## src/rtl/fp_pkg.sv

```systemverilog
// Shared definitions for the fp_* blocks: default pipeline latency, tag FIFO
// depth and the requester-id type carried as a tag.
package fp_pkg;

  localparam int LAT_DEFAULT   = 3;
  localparam int DEPTH_DEFAULT = 4;
  localparam int ID_W          = 1;

  typedef logic [ID_W-1:0] req_id_t;

  localparam req_id_t REQ0 = req_id_t'(0);
  localparam req_id_t REQ1 = req_id_t'(1);

endpackage

```

## src/rtl/fp_tag_fifo.sv

```systemverilog
// Requester-id FIFO tracking which requester owns each in-flight multiply.
// Push is ignored when full and pop is ignored when empty.
module fp_tag_fifo
  import fp_pkg::*;
#(
  parameter int DEPTH = DEPTH_DEFAULT,
  localparam int CNT_W = $clog2(DEPTH + 1),
  localparam int PTR_W = (DEPTH > 1) ? $clog2(DEPTH) : 1
) (
  input  logic             clk,
  input  logic             rst,
  input  logic             push,
  input  req_id_t          push_id,
  input  logic             pop,
  output req_id_t          pop_id,
  output logic             full,
  output logic             empty,
  output logic [CNT_W-1:0] count
);

  req_id_t          mem [DEPTH];
  logic [PTR_W-1:0] wr_ptr;
  logic [PTR_W-1:0] rd_ptr;
  logic             do_push;
  logic             do_pop;

  assign full    = (count == CNT_W'(DEPTH));
  assign empty   = (count == '0);
  assign do_push = push && !full;
  assign do_pop  = pop && !empty;
  assign pop_id  = mem[rd_ptr];

  function automatic logic [PTR_W-1:0] ptr_next(input logic [PTR_W-1:0] p);
    return (p == PTR_W'(DEPTH - 1)) ? '0 : p + PTR_W'(1);
  endfunction

  always_ff @(posedge clk) begin
    if (do_push) mem[wr_ptr] <= push_id;
  end

  always_ff @(posedge clk or posedge rst) begin
    if (rst) begin
      wr_ptr <= '0;
      rd_ptr <= '0;
      count  <= '0;
    end else begin
      if (do_push) wr_ptr <= ptr_next(wr_ptr);
      if (do_pop)  rd_ptr <= ptr_next(rd_ptr);
      case ({do_push, do_pop})
        2'b10:   count <= count + CNT_W'(1);
        2'b01:   count <= count - CNT_W'(1);
        default: count <= count;
      endcase
    end
  end

endmodule

```

## src/rtl/fp_mul_arbiter.sv

```systemverilog
// Round-robin arbiter sharing one fixed-latency FP multiplier between two
// requesters, routing each result back to its owner via a tag FIFO.
module fp_mul_arbiter
  import fp_pkg::*;
#(
  parameter int LAT   = LAT_DEFAULT,
  parameter int DEPTH = DEPTH_DEFAULT
) (
  input  logic        clk,
  input  logic        rst,
  input  logic        req0_valid,
  input  logic [31:0] req0_a,
  input  logic [31:0] req0_b,
  output logic        req0_ready,
  input  logic        req1_valid,
  input  logic [31:0] req1_a,
  input  logic [31:0] req1_b,
  output logic        req1_ready,
  output logic        mul_valid,
  output logic [31:0] mul_a,
  output logic [31:0] mul_b,
  input  logic        mul_ready,
  input  logic [31:0] mul_result,
  input  logic        mul_error,
  output logic        res0_valid,
  output logic [31:0] res0_data,
  output logic        res0_error,
  output logic        res1_valid,
  output logic [31:0] res1_data,
  output logic        res1_error,
  output logic        busy,
  output logic        orphan
);

  localparam int CNT_W   = $clog2(DEPTH + 1);
  localparam int DRAIN_W = $clog2(LAT + 2);
  localparam logic [DRAIN_W-1:0] DRAIN_LOAD = DRAIN_W'(LAT + 1);

  logic [DRAIN_W-1:0] drain_cnt;
  logic               draining;
  req_id_t            rr_ptr;
  req_id_t            grant_id;
  req_id_t            pop_id;
  logic               can_accept;
  logic               pick1;
  logic               accept;
  logic               ret_live;
  logic               pop;
  logic               orphan_set;
  logic               full;
  logic               empty;
  logic [CNT_W-1:0]   count;

  // The multiplier has no reset, so returns during the drain window belong to
  // operations launched before reset and are dropped silently.
  assign draining = (drain_cnt != '0);

  always_comb begin
    can_accept = !full && !draining;
    pick1      = req1_valid && (!req0_valid || (rr_ptr == REQ1));
    req1_ready = can_accept && pick1;
    req0_ready = can_accept && req0_valid && !pick1;
    accept     = req0_ready || req1_ready;
    grant_id   = req1_ready ? REQ1 : REQ0;
    ret_live   = mul_ready && !draining;
    pop        = ret_live && !empty;
    orphan_set = ret_live && empty;
  end

  assign busy = (count != '0);

  fp_tag_fifo #(.DEPTH(DEPTH)) u_tag_fifo (
    .clk     (clk),
    .rst     (rst),
    .push    (accept),
    .push_id (grant_id),
    .pop     (pop),
    .pop_id  (pop_id),
    .full    (full),
    .empty   (empty),
    .count   (count)
  );

  always_ff @(posedge clk or posedge rst) begin
    if (rst) begin
      drain_cnt  <= DRAIN_LOAD;
      rr_ptr     <= REQ0;
      mul_valid  <= 1'b0;
      mul_a      <= '0;
      mul_b      <= '0;
      res0_valid <= 1'b0;
      res0_data  <= '0;
      res0_error <= 1'b0;
      res1_valid <= 1'b0;
      res1_data  <= '0;
      res1_error <= 1'b0;
      orphan     <= 1'b0;
    end else begin
      if (draining) drain_cnt <= drain_cnt - DRAIN_W'(1);
      mul_valid <= accept;
      if (accept) begin
        rr_ptr <= ~grant_id;
        mul_a  <= req1_ready ? req1_a : req0_a;
        mul_b  <= req1_ready ? req1_b : req0_b;
      end
      res0_valid <= pop && (pop_id == REQ0);
      res1_valid <= pop && (pop_id == REQ1);
      if (pop && (pop_id == REQ0)) begin
        res0_data  <= mul_result;
        res0_error <= mul_error;
      end
      if (pop && (pop_id == REQ1)) begin
        res1_data  <= mul_result;
        res1_error <= mul_error;
      end
      if (orphan_set) orphan <= 1'b1;
    end
  end

endmodule

```

## config.mk

```make
export PLATFORM = sky130hd
export DESIGN_NAME = fp_mul_arbiter
export DESIGN_NICKNAME = d
export VERILOG_FILES = /design/src/rtl/fp_pkg.sv /design/src/rtl/fp_tag_fifo.sv /design/src/rtl/fp_mul_arbiter.sv
export SDC_FILE = /design/constraint.sdc
export NUM_CORES = 1
export LEC_CHECK = 0
export BUFFER_PORTS_ARGS = -buffer_cell sky130_fd_sc_hd__buf_4
export CAP_MARGIN = 0
export CORE_MARGIN = 2
export CORE_UTILIZATION = 48
export DETAILED_ROUTE_END_ITERATION = 6
export PLACE_DENSITY = 0.81
export SLEW_MARGIN = 40
export SYNTH_ARGS = -nofsm -noshare
export SYNTH_HDL_FRONTEND = slang
export SYNTH_HIERARCHICAL = 1
export SYNTH_SLANG_ARGS = --single-unit
```

## constraint.sdc

```tcl
create_clock -name clk -period 5.5 [get_ports clk]
set_input_delay 0.55 -clock clk [delete_from_list [all_inputs] [get_ports clk]]
set_output_delay 0.55 -clock clk [all_outputs]
set_load 0.02 [all_outputs]
```

==> run metrics <==
DR vias/cell 5.92; die height 125 um; Critical Path Source Type primary input; fmax 0.339 GHz; Clock Path Buffers 2; FP Rows 44; sequential share of the synthesized area 0.529; unrepaired setup endpoints after global routing no; slowest cell on the critical path buf_4; setup TNS 0 ns; P per Cell Area 635 nW/um^2; Worst path max stage delay 0.60 ns; nets@finish roughly 1000; Synth top cells by count dfrtp_1 (144), a21oi_1 (66), a31oi_1 (65), nand4_1 (64), o31ai_1 (64); IO Port Bufs 302; Detailed Routing Iterations Pass 1 5; final setup violation count 0; total power draw 6300 uW; Final min period around 2.9 ns; largest net degree at the start of global routing roughly 100; worst-skew pair later-pin latency 0.43 ns; worst r2r src drain_cnt[0]; Syn Area/Cell between 10 and 15 sq um; Post-synth ARST share 0.973; DRC violations left 0; routed wire length 22100 um; Layout fillers 1102; post-DR wirelength/cell 20.8 um; clock transition at the registers of the reported paths 0.06 ns; diodes inserted 0; most used cell, CP buf_4; Synth area leader dfrtp_1; antenna violations before repair 0; worst-case reg-to-reg path depth 8; RR Endpoint mul_a[24]; Slew @ Worst Pin roughly 0.79 ns; simple-gate share of the synthesized area 0.0827; Sink Count between 100 and 150; relative slew slack 0.473; ys flop type dfrtp_1; core area 14500 sq um; Total Routing Usage GR 0.272; largest family of logic cells by synthesized area compound AO/OA/AOI/OAI gates; Routed Antenna Nets 0; max-slew violations 0; Iteration-0 DRC Markers 421; Netlist Area Pre-Place about 7100 sq um; I/O pin total 303; Mapped Nets 779; H-tree depth 4; Compound-Gate Fraction of Synth Area 0.173; CTS tree done; post-CTS resize count 0; WP data required between 4 and 5 ns; die footprint 15700 sq um; max_cap viols 0; Synth Instances 604; CP Capture Type primary output; worst clock skew 0.0133 ns; Synth cell types 39; #FFs+latches synth 149; die span in x approximately 130 um; count of synthesis-stage warnings from yosys 6; maximum vdd drop ~330 uV; Initial Util 0.489; TritonCTS Buffers 17; number of synthesized flops with an enable pin 4; global placement routability congestion 0.859; Area Growth Syn to Fin 40.1%; critical path class primary input to primary output; clk root buf clkbuf_16; critical-path maximum fanout 68; critical path data arrival time 2.40 ns; hold crit path type primary input to async pin; dpl cells between 1000 and 1500; detailed-route via count 6277; vias in the first global route 6002; hold_buf cts 0; flop2flop setup slack 2.91 ns; Tcrit/Tclk final 0.536; leakage 0.00458 uW; share of cells above drive strength 1 0.489; Post-CTS Setup Repair Bufs 0; GR Overflow Total 0; post-synthesis mux area share 0.134; global-route wire length before repair about 34000 um; HPWL reported at the end of detailed placement around 14000 um; top cells by area, synth dfrtp_1 (51%), o31ai_1 (6.8%), mux2_2 (6.2%), mux2_4 (6.1%), a31oi_1 (5.7%); Non-Filler Instances 1061; Synth Area in XOR/XNOR 0.00495; outcome complete, no violations; most frequent cell after synthesis dfrtp_1; adder-cell share of the synthesized area 0.0170; Hold Fails Final Rpt 0; crit path cell chain buf_4 > inv_4 > nor3_1 > buf_4; top cell type's share of synthesized area 0.509
cell usage in the layout (no fill, tap or decap), types with 2 or more instances in the layout:
cell / n
mux2_2: 39
xnor2_1: 2
inv_1: 11
nand4_1: 64
inv_6: 4
bufinv_16: 3
dfrtp_1: 144
nor2_1: 3
xor2_1: 2
clkinvlp_4: 3
clkbuf_16: 17
mux2_1: 2
a21oi_1: 66
buf_6: 3
clkbuf_1: 3
clkinv_2: 2
o31ai_1: 64
ha_1: 8
buf_4: 308
nor3_1: 2
mux2i_1: 3
and2_2: 5
a31oi_1: 65
edfxtp_1: 4
mux2_4: 29
through the flow:
stage	util	area [sq um]	hold WS (ns)	setup WS, ns
6_report	0.685	9920	0.0884	2.55
4_1_cts	0.685	9910	0.0920	2.55
5_1_grt	0.685	9920	0.112	2.43
3_3_place_gp	0.642	9290	0.460	2.37
2_1_floorplan	-	7080	0.353	1.26
3_5_place_dp	0.643	9320	0.468	2.57
flip-flops by register name (all words and copies together), names as in the netlist, 2 cells and up:
register	cells
u_tag_fifo/rd_ptr	2
drain_cnt	3
u_tag_fifo/mem	4
res1_data	32
u_tag_fifo/wr_ptr	2
mul_b	32
res0_data	32
mul_a	32
u_tag_fifo/count	3
how the worst max path moves through the flow:
stage | startpoint | to | slack [ns] | cells after the start
5_1_grt | req1_valid | req1_ready | 2.43 | 4
3_3_place_gp | req1_valid | req1_ready | 2.37 | 4
3_5_place_dp | req1_valid | req1_ready | 2.57 | 4
6_report | req1_valid | req1_ready | 2.55 | 4
2_1_floorplan | rst | drain_cnt[0] | 1.26 | 1
4_1_cts | req1_valid | req1_ready | 2.55 | 4
routing by layer:
| metal | routed length [um] | up-vias | global-route usage |
|---|---|---|---|
| li1 | - | 2839 | - |
| met4 | 781 | 0 | 0.118 |
| met1 | 8630 | 3073 | 0.342 |
| met3 | 1770 | 47 | 0.0727 |
| met5 | 0 | - | 0 |
| met2 | 10900 | 318 | 0.443 |
power by group:
part	switching, uW	internal [uW]	leakage, uW	total (uW)
Clock	457	728	0.000284	1190
Combinational	1730	1400	0.00257	3120
Sequential	339	1650	0.00173	1990
Total	2520	3780	0.00458	6300
cells by family (layout without fill, tap and decap cells):
kind of cell,after synthesis,in the layout
DFF,149,149
muxes,74,74
buffers and inverters,83,356
AOI/OAI and AO/OA,196,196
xor gates and xnor gates,4,4
adders and majority gates,9,9
and+or+nand+nor,89,89
critical path: cells and delay by family:
| kind | cells | cell delay [ns] |
|---|---|---|
| and+or+nand+nor | 1 | 0.53 |
| buffers and inverters | 3 | 1.31 |
cell type report:
class	instances	area [sq um]	area share
inverters	13	56.3	0.00567
clock inverters	11	149	0.0150
flip-flops and latches	149	3750	0.378
well taps	184	230	0.0232
repair buffers	311	2350	0.236
multi-input cells	372	2940	0.296
clock buffers	21	450	0.0454
No activity file was read; power rests on OpenSTA's default activity.
